==> src/rtl/fetch_unit_pkg.sv <==
// Shared ISA definitions for the fetch/decode/flow-control slice: opcodes,
// instruction width and the opcode field accessor.
package fetch_unit_pkg;

   localparam int unsigned INSTR_W = 16;

   localparam logic [3:0] OP_BR   = 4'hC;
   localparam logic [3:0] OP_JMP  = 4'hD;
   localparam logic [3:0] OP_LIX  = 4'hE;
   localparam logic [3:0] OP_HALT = 4'hF;

   localparam logic [INSTR_W-1:0] NOP_WORD = 16'h0000;

   function automatic logic [3:0] opcode_of(input logic [INSTR_W-1:0] instr);
      return instr[INSTR_W-1 -: 4];
   endfunction

endpackage

==> src/rtl/fetch_unit_if.sv <==
// Instruction-memory port of the fetch stage: word address out, same-cycle
// combinational read data back.
interface fetch_unit_if
   import fetch_unit_pkg::*;
#(
   parameter int unsigned ADDR_W = 16
);
   logic [ADDR_W-1:0]  imem_addr;
   logic [INSTR_W-1:0] imem_rdata;

   modport master (output imem_addr, input imem_rdata);
   modport slave  (input imem_addr, output imem_rdata);
endinterface

==> src/rtl/fetch_unit_predecode.sv <==
// Combinational predecode of the ID word into the flags flow control needs.
module fetch_predecode
   import fetch_unit_pkg::*;
(
   input  logic [INSTR_W-1:0] instr,
   output logic               is_extended,
   output logic               is_control,
   output logic               is_halt
);

   always_comb begin
      is_extended = 1'b0;
      is_control  = 1'b0;
      is_halt     = 1'b0;
      case (opcode_of(instr))
         OP_BR, OP_JMP: is_control  = 1'b1;
         OP_LIX:        is_extended = 1'b1;
         OP_HALT:       is_halt     = 1'b1;
         default:       ;
      endcase
   end

endmodule

==> src/rtl/fetch_unit.sv <==
// IF stage and IF/ID register: PC, redirect, extension-word capture and halt.
// Optional performance counters enabled by defining FETCH_PERF_CNT_EN.
module fetch_unit
   import fetch_unit_pkg::*;
#(
   parameter int unsigned       ADDR_W   = 16,
   parameter logic [ADDR_W-1:0] RESET_PC = '0
)
(
   input  logic                clk,
   input  logic                reset,
   fetch_unit_if.master        imem,
   input  logic                stall_if,
   input  logic                stall_id,
   input  logic                squash_if,
   input  logic                squash_id,
   input  logic                extended_ld,
   input  logic                halt,
   input  logic                redirect_en,
   input  logic [ADDR_W-1:0]   redirect_pc,
   output logic [INSTR_W-1:0]  id_instr,
   output logic [ADDR_W-1:0]   id_pc,
   output logic                id_valid,
   output logic [INSTR_W-1:0]  id_ext_imm,
   output logic                id_is_extended,
   output logic                id_is_control,
   output logic                id_is_halt,
   output logic                fetch_halted
`ifdef FETCH_PERF_CNT_EN
   ,
   output logic [31:0]         perf_fetches,
   output logic [15:0]         perf_redirects
`endif
);

   logic [ADDR_W-1:0] pc;
   logic              id_valid_q;
   logic              imm_slot;
   logic              halted;
   logic              pd_extended, pd_control, pd_halt;
   logic              flag_gate;
   logic              load_bubble;
   logic              load_fetch;

   fetch_predecode u_predecode (
      .instr       (id_instr),
      .is_extended (pd_extended),
      .is_control  (pd_control),
      .is_halt     (pd_halt)
   );

   // Extension words sitting in ID must never be decoded as instructions.
   assign flag_gate      = id_valid_q & ~imm_slot;
   assign id_is_extended = pd_extended & flag_gate;
   assign id_is_control  = pd_control  & flag_gate;
   assign id_is_halt     = pd_halt     & flag_gate;

   assign imem.imem_addr = pc;
   assign id_valid       = id_valid_q & ~squash_id;
   assign fetch_halted   = halted;

   assign load_bubble = halted | (~stall_id & squash_if);
   assign load_fetch  = ~halted & ~stall_id & ~squash_if;

   always_ff @(posedge clk) begin
      if (reset) begin
         pc         <= RESET_PC;
         id_instr   <= NOP_WORD;
         id_pc      <= '0;
         id_valid_q <= 1'b0;
         imm_slot   <= 1'b0;
         id_ext_imm <= '0;
         halted     <= 1'b0;
      end else begin
         if (extended_ld)
            id_ext_imm <= id_instr;
         if (halt)
            halted <= 1'b1;

         if (!halted) begin
            if (redirect_en)
               pc <= redirect_pc;
            else if (!stall_if)
               pc <= pc + ADDR_W'(1);
         end

         if (load_bubble) begin
            id_instr   <= NOP_WORD;
            id_valid_q <= 1'b0;
            imm_slot   <= 1'b0;
         end else if (load_fetch) begin
            id_instr   <= imem.imem_rdata;
            id_pc      <= pc;
            id_valid_q <= 1'b1;
            imm_slot   <= id_is_extended;
         end
      end
   end

`ifdef FETCH_PERF_CNT_EN
   always_ff @(posedge clk) begin
      if (reset) begin
         perf_fetches   <= '0;
         perf_redirects <= '0;
      end else begin
         if (load_fetch && perf_fetches != '1)
            perf_fetches <= perf_fetches + 32'd1;
         if (redirect_en && perf_redirects != '1)
            perf_redirects <= perf_redirects + 16'd1;
      end
   end
`endif

endmodule

==> src/flat_wrapper.sv <==
// flat-port wrapper written by rule: the top's interface ports become plain ports
module fetch_unit_flat import fetch_unit_pkg::*;
#(
   parameter int unsigned       ADDR_W   = 16,
   parameter logic [ADDR_W-1:0] RESET_PC = '0
)
  (clk, reset, stall_if, stall_id, squash_if, squash_id, extended_ld, halt, redirect_en, redirect_pc, id_instr, id_pc, id_valid, id_ext_imm, id_is_extended, id_is_control, id_is_halt, fetch_halted, imem_imem_addr, imem_imem_rdata);
  fetch_unit_if #(.ADDR_W(ADDR_W)) imem_i ();
  input  logic clk;
  input  logic reset;
  input  logic stall_if;
  input  logic stall_id;
  input  logic squash_if;
  input  logic squash_id;
  input  logic extended_ld;
  input  logic halt;
  input  logic redirect_en;
  input  logic [ADDR_W-1:0] redirect_pc;
  output logic [INSTR_W-1:0] id_instr;
  output logic [ADDR_W-1:0] id_pc;
  output logic id_valid;
  output logic [INSTR_W-1:0] id_ext_imm;
  output logic id_is_extended;
  output logic id_is_control;
  output logic id_is_halt;
  output logic fetch_halted;
  output wire logic [$bits(imem_i.imem_addr)-1:0] imem_imem_addr;
  input wire logic [$bits(imem_i.imem_rdata)-1:0] imem_imem_rdata;
  assign imem_imem_addr = imem_i.imem_addr;
  assign imem_i.imem_rdata = imem_imem_rdata;
  fetch_unit #(.ADDR_W(ADDR_W), .RESET_PC(RESET_PC)) u_core (.clk(clk), .reset(reset), .imem(imem_i), .stall_if(stall_if), .stall_id(stall_id), .squash_if(squash_if), .squash_id(squash_id), .extended_ld(extended_ld), .halt(halt), .redirect_en(redirect_en), .redirect_pc(redirect_pc), .id_instr(id_instr), .id_pc(id_pc), .id_valid(id_valid), .id_ext_imm(id_ext_imm), .id_is_extended(id_is_extended), .id_is_control(id_is_control), .id_is_halt(id_is_halt), .fetch_halted(fetch_halted));
endmodule
==> config.mk <==
export PLATFORM = sky130hd
export DESIGN_NAME = fetch_unit_flat
export DESIGN_NICKNAME = d
export VERILOG_FILES = /design/src/rtl/fetch_unit_pkg.sv /design/src/rtl/fetch_unit_if.sv /design/src/rtl/fetch_unit_predecode.sv /design/src/rtl/fetch_unit.sv /design/src/flat_wrapper.sv
export SDC_FILE = /design/constraint.sdc
export NUM_CORES = 1
export LEC_CHECK = 0
export BUFFER_PORTS_ARGS = -buffer_cell sky130_fd_sc_hd__buf_2
export CAP_MARGIN = 5
export CORE_MARGIN = 3
export CORE_UTILIZATION = 49
export DETAILED_ROUTE_END_ITERATION = 12
export PLACE_DENSITY = 0.86
export SYNTH_ARGS = -nofsm -noshare
export SYNTH_HDL_FRONTEND = slang
export SYNTH_SLANG_ARGS = --single-unit
==> constraint.sdc <==
create_clock -name clk -period 1.6 [get_ports clk]
set_input_delay 0.08 -clock clk [delete_from_list [all_inputs] [get_ports clk]]
set_output_delay 0.08 -clock clk [all_outputs]
set_load 0.01 [all_outputs]
# Word-level counts from Yosys, hierarchy flattened
# Cells that the tools add are included.
word_totals:
  ff_bits: 67
  input_bits: 41
  output_inout_bits: 69
  elab_cells: 37
classes:
  addsub: 1
  n_eq_ne: 5
  muxes: 5
  bitwise: 15
  reduce_logical: 4
op_table:
  columns: ["operator", "count"]
  rows:
  - ["2-to-1 mux 16 bit", 2]
  - ["adder 16 x 1 -> 16 bit (second input constant)", 1]
  - ["equality test 4 bit (second input constant)", 4]
  - ["bitwise AND 1 bit", 8]
  - ["NOT 1 bit", 6]
  - ["AND reduction 2 bit", 2]
  - ["OR reduction 2 bit", 2]
  - ["2-to-1 mux 1 bit", 3]
  - ["!= test 2 x 1 -> 1 bit (second input constant)", 1]
  - ["OR 1 bit", 1]

# Longest topological paths before layout
depth:
  word_depth: 5
  depth_mapped: 6
  depth_no_buf: 5

# Hierarchy
# From an unflattened synthesis, not the netlist that was laid out.
unflattened:
  cells_unflattened: 359
  area_unflattened_um2: 2915.3
by_module_without_submodules:
  columns: ["module", "n_inst", "cells_each", "area_per_inst_um2", "seq_area_each_um2"]
  rows:
  - ["fetch_unit", 1, 356, 2887.8, 1341.3]
  - ["fetch_predecode", 1, 3, 27.5, 0.0]

# Least setup slack after synthesis
# No wires, ideal clock.
synth_timing:
  kind: "register -> register"
  from: "reg u_core.pc[0] (netlist: u_core.imem.imem_addr[0])"
  to: "reg u_core.pc[10] (netlist: u_core.imem.imem_addr[10])"
  setup_time_ps: 133
  t_arrival_ps: 1359
  required_ps: 1467
  setup_slack_ps: 109
  path_stages_with_launch: 7
  n_path_buf: 1
  synth_period_minus_slack_ps: 1491
  path_cell_list: "dfxtp_1 ha_1 and3_2 buf_4 and2_2 a31oi_1 a31oi_1"
synth_between:
  elab_chain_len: 3
synth_rtl:
  columns: ["element", "line", "rtl"]
  rows:
  - ["start: declaration", "fetch_unit.sv:36", "logic [ADDR_W-1:0] pc;"]
  - ["start signal: assignment", "fetch_unit.sv:82", "pc <= redirect_pc;"]
  - ["start signal: assignment", "fetch_unit.sv:84", "pc <= pc + ADDR_W'(1);"]
  - ["adder 16 x 1 -> 16 bit", "fetch_unit.sv:84", null]
  - ["2-to-1 mux 16 bit", "fetch_unit.sv:83", "else if (!stall_if)"]
  - ["2-to-1 mux 16 bit", "fetch_unit.sv:81", "if (redirect_en)"]
# No other way between the ends. The select of a mux whose other input is x is not followed.
# A chain may end at the register's enable or synchronous reset.

# Final worst setup path
layout_timing:
  from: "reg u_core.pc[6] (netlist: u_core.imem.imem_addr[6])"
  to: "reg u_core.pc[9] (netlist: u_core.imem.imem_addr[9])"
# The elaborated chain is that of the path after synthesis.

==> flow_summary.json <==
{
  "status": "finished, final reports clean",
  "worstMarginPinSlew_ps": 780.6,
  "rsz0062_at_grt": "false",
  "arrival_ps": 1760,
  "insertedDiodeCount": 0,
  "leakage_nw": 1.804,
  "crit_path_start_kind": "register",
  "synth_top_area_frac": 0.4575,
  "hold_path_class": "in -> reg",
  "layout-drive-gt1-share": 0.3107,
  "syn_inst": 356,
  "drv_slew": 0,
  "synth_mux_area_frac": 0.06487,
  "avgViaCountPerCell": 5.457,
  "crit_type": "reg -> reg",
  "finalHoldViolations": 0,
  "clock_latency_ps": 340,
  "fmax_mhz": 674.6,
  "die_w_um": 83.35,
  "setup-tns-final_ps": 0,
  "ios": 110,
  "synth_area_leader_cell": "dfxtp_1",
  "hpwl_um": 5529,
  "crit_fanout": 10,
  "wl_per_cell_um": 15.26,
  "drtAntennaViolNets": 0,
  "max-vdd-ir-drop_v": 0.0005380,
  "cts_setup_buffers": 0,
  "grt.overflow.total": 0,
  "drv_cap": 0,
  "antenna_found_initial": 0,
  "routed_wl_um": 8516,
  "syn_area_um2": 2932,
  "syn_nets": 398,
  "synth_xor_area_frac": 0,
  "seq_power_share": 0.464,
  "finClkSkew_ps": 7.326,
  "p_sw_frac": 0.2569,
  "numClockSinks": 67,
  "synthAdderAreaFrac": 0.004268,
  "dr.pass1.iters": 4,
  "syn_avg_cell_area_um2": 8.235,
  "cts_tree": "done",
  "place_congestion": 0.8535,
  "synth_cell_types": 47,
  "p_comb_frac": 0.118,
  "period_needed_ps": 1482,
  "cts_inserted_buffers": 9,
  "num_vias": 3045,
  "setup_violations": 0,
  "finalNetCount": 523,
  "cts_buffer_depth": 2,
  "yosys.area_share.simple": 0.2467,
  "synth_edf_count": 0,
  "ys_ff_latch": 67,
  "holdWs_ps": 13.06,
  "p_int_mw": 2.842,
  "reg2reg_from": "u_core.imem.imem_addr[6]",
  "first_iter_violations": 144,
  "grt_pass1_wl_um": 14290,
  "switchingPower_uw": 982.5,
  "crit_start": "u_core.imem.imem_addr[6]",
  "root_buffer": "clkbuf_8",
  "grt_usage": 0.2495,
  "crit_required_ps": 1870,
  "min_from": "redirect_pc[0]",
  "grt_pass1_vias": 2974,
  "post-route-period-util": 0.9264,
  "ys.flop_type": "dfxtp_1",
  "ys_warn_count": 0,
  "endpoint_kind": "register",
  "drc": 0,
  "core_area_um2": 5642,
  "async_reset_ff_frac": 0,
  "timing.slew.headroom": 0.4795,
  "initial_core_util": 0.5196,
  "synth_top_family_by_area": "simple AND/OR/NAND/NOR gates",
  "synth_compound_area_frac": 0.1618,
  "port_buffers": 109,
  "synth-seq-area-share": 0.4575,
  "die_y_um": 83.35,
  "grt_max_degree": 35,
  "power.density_nw_per_um2": 976.3,
  "area_growth_pct": 33.63,
  "cts.htree.levels": 3,
  "clk_pin_slew_ps": 80,
  "p_clk_frac": 0.418,
  "synth_area_leaders": "dfxtp_1, nand2_1, a21oi_1",
  "floorplan.rows": 27,
  "fill_cells": 459,
  "fp.dieArea_um2": 6947
}
[cells in the final DEF (no fill, tap or decap), drive strengths merged, types with 2 or more instances in the layout]
master,n
nor3,3
nand2b,2
nor3b,3
bufinv,2
nand4b,3
and3,5
o21ai,14
nand4,5
clkinv,3
and2,2
and4,2
mux2i,19
o31ai,2
a22oi,2
a21o,2
o31a,2
nor2b,5
nand2,84
a21oi,46
clkbuf,10
a31oi,8
dfxtp,67
o211ai,2
o22ai,2
inv,4
nor4,3
buf,123
nand3,7
dlygate4sd3,18
nor2,29
[registers in the layout, indices dropped and copies added, names as in the netlist]
signal and count:
u_core.id_ext_imm 16, u_core.id_valid_q 1, u_core.imem.imem_addr 16, u_core.id_instr 16, u_core.fetch_halted 1, u_core.imm_slot 1
u_core.id_pc 16
[layer usage]
metal / vias to the layer above / part of all wire / track usage
li1: 1476 / - / -
met1: 1408 / 0.42 / 0.2985
met2: 147 / 0.48 / 0.4264
met3: 14 / 0.088 / 0.06548
met4: 0 / 0.015 / 0.09510
met5: - / 0 / 0
[cell usage after synthesis (2+ instances only)]
| master | n |
|---|---|
| nor3b_1 | 3 |
| dfxtp_1 | 67 |
| nand4b_1 | 3 |
| a21oi_1 | 45 |
| o31a_1 | 2 |
| nor4_1 | 3 |
| a21o_1 | 2 |
| a22oi_1 | 2 |
| nand4_1 | 4 |
| nor3_1 | 2 |
| nand2b_1 | 2 |
| o22ai_1 | 2 |
| o31ai_1 | 2 |
| and3_2 | 3 |
| nor2_1 | 29 |
| buf_2 | 9 |
| and4_1 | 2 |
| o21ai_0 | 12 |
| clkbuf_1 | 6 |
| o211ai_1 | 2 |
| and3_1 | 2 |
| nand3_1 | 7 |
| clkbuf_8 | 2 |
| mux2i_1 | 19 |
| buf_4 | 4 |
| inv_1 | 2 |
| buf_6 | 4 |
| a31oi_1 | 8 |
| nand2_1 | 84 |
| nor2b_1 | 5 |
[metrics by stage]
stage          instances  setup slack [ps]  power [mW]  utilization  instance area (um2)
2_1_floorplan        356             108.8       2.051            -                 2932
3_3_place_gp         524             191.3       2.214       0.6214                 3506
3_5_place_dp         524             107.7       2.224       0.6214                 3506
4_1_cts              558             86.55       3.839       0.6933                 3911
5_1_grt              558             29.45       3.969       0.6944                 3918
6_report             558             117.7       3.825       0.6944                 3918
[cell type report]
| class | count | area [um2] | share of cell area |
|---|---|---|---|
| Clock inverter | 6 | 87.58 | 0.02236 |
| Inverter | 3 | 11.26 | 0.002874 |
| Tap cell | 72 | 90.09 | 0.02300 |
| Timing Repair Buffer | 141 | 843.3 | 0.2153 |
| Multi-Input combinational cell | 259 | 1405 | 0.3587 |
| Clock buffer | 10 | 137.6 | 0.03513 |
| Sequential cell | 67 | 1343 | 0.3427 |
[worst max-delay path, stage by stage (launching register included)]
cell	delay, ps
dfxtp_1	420
and4_1	430
nand3_1	170
o31a_1	270
o22ai_1	120
[worst paths after layout]
path	slack [ps]	cells past startpoint	to
worst max-delay path	120	4	u_core.imem.imem_addr[9]
worst min-delay path	10	3	u_core.imem.imem_addr[0]
worst max register to register	120	4	u_core.imem.imem_addr[9]
worst min register to register	450	2	u_core.id_pc[7]
[what timing repair did]
item | 4_1_cts | 5_1_grt
hold buffers | 18 | 0
gates resized for setup | 0 | 2
endpoints found under the hold margin | 18 | 0
setup endpoints to repair | 0 | 4
[logic make-up (layout without fill, tap and decap cells)]
family | after synthesis | in the layout
AND/OR/NAND/NOR | 156 | 156
AO/OA/AOI/OAI | 83 | 83
flip-flops | 67 | 67
buffers and inverters | 30 | 160
multiplexers | 19 | 19
adder cells (fa/ha/maj) | 1 | 1
[power groups by stage]
stage	Clock, mW	Combinational (mW)	Sequential, mW
global placement	0	0.408	1.81
floorplan	0	0.223	1.83
detailed placement	0	0.415	1.81
CTS	1.62	0.451	1.77
finish	1.60	0.453	1.77
global route	1.69	0.497	1.78
No activity file was read; power rests on OpenSTA's default activity.
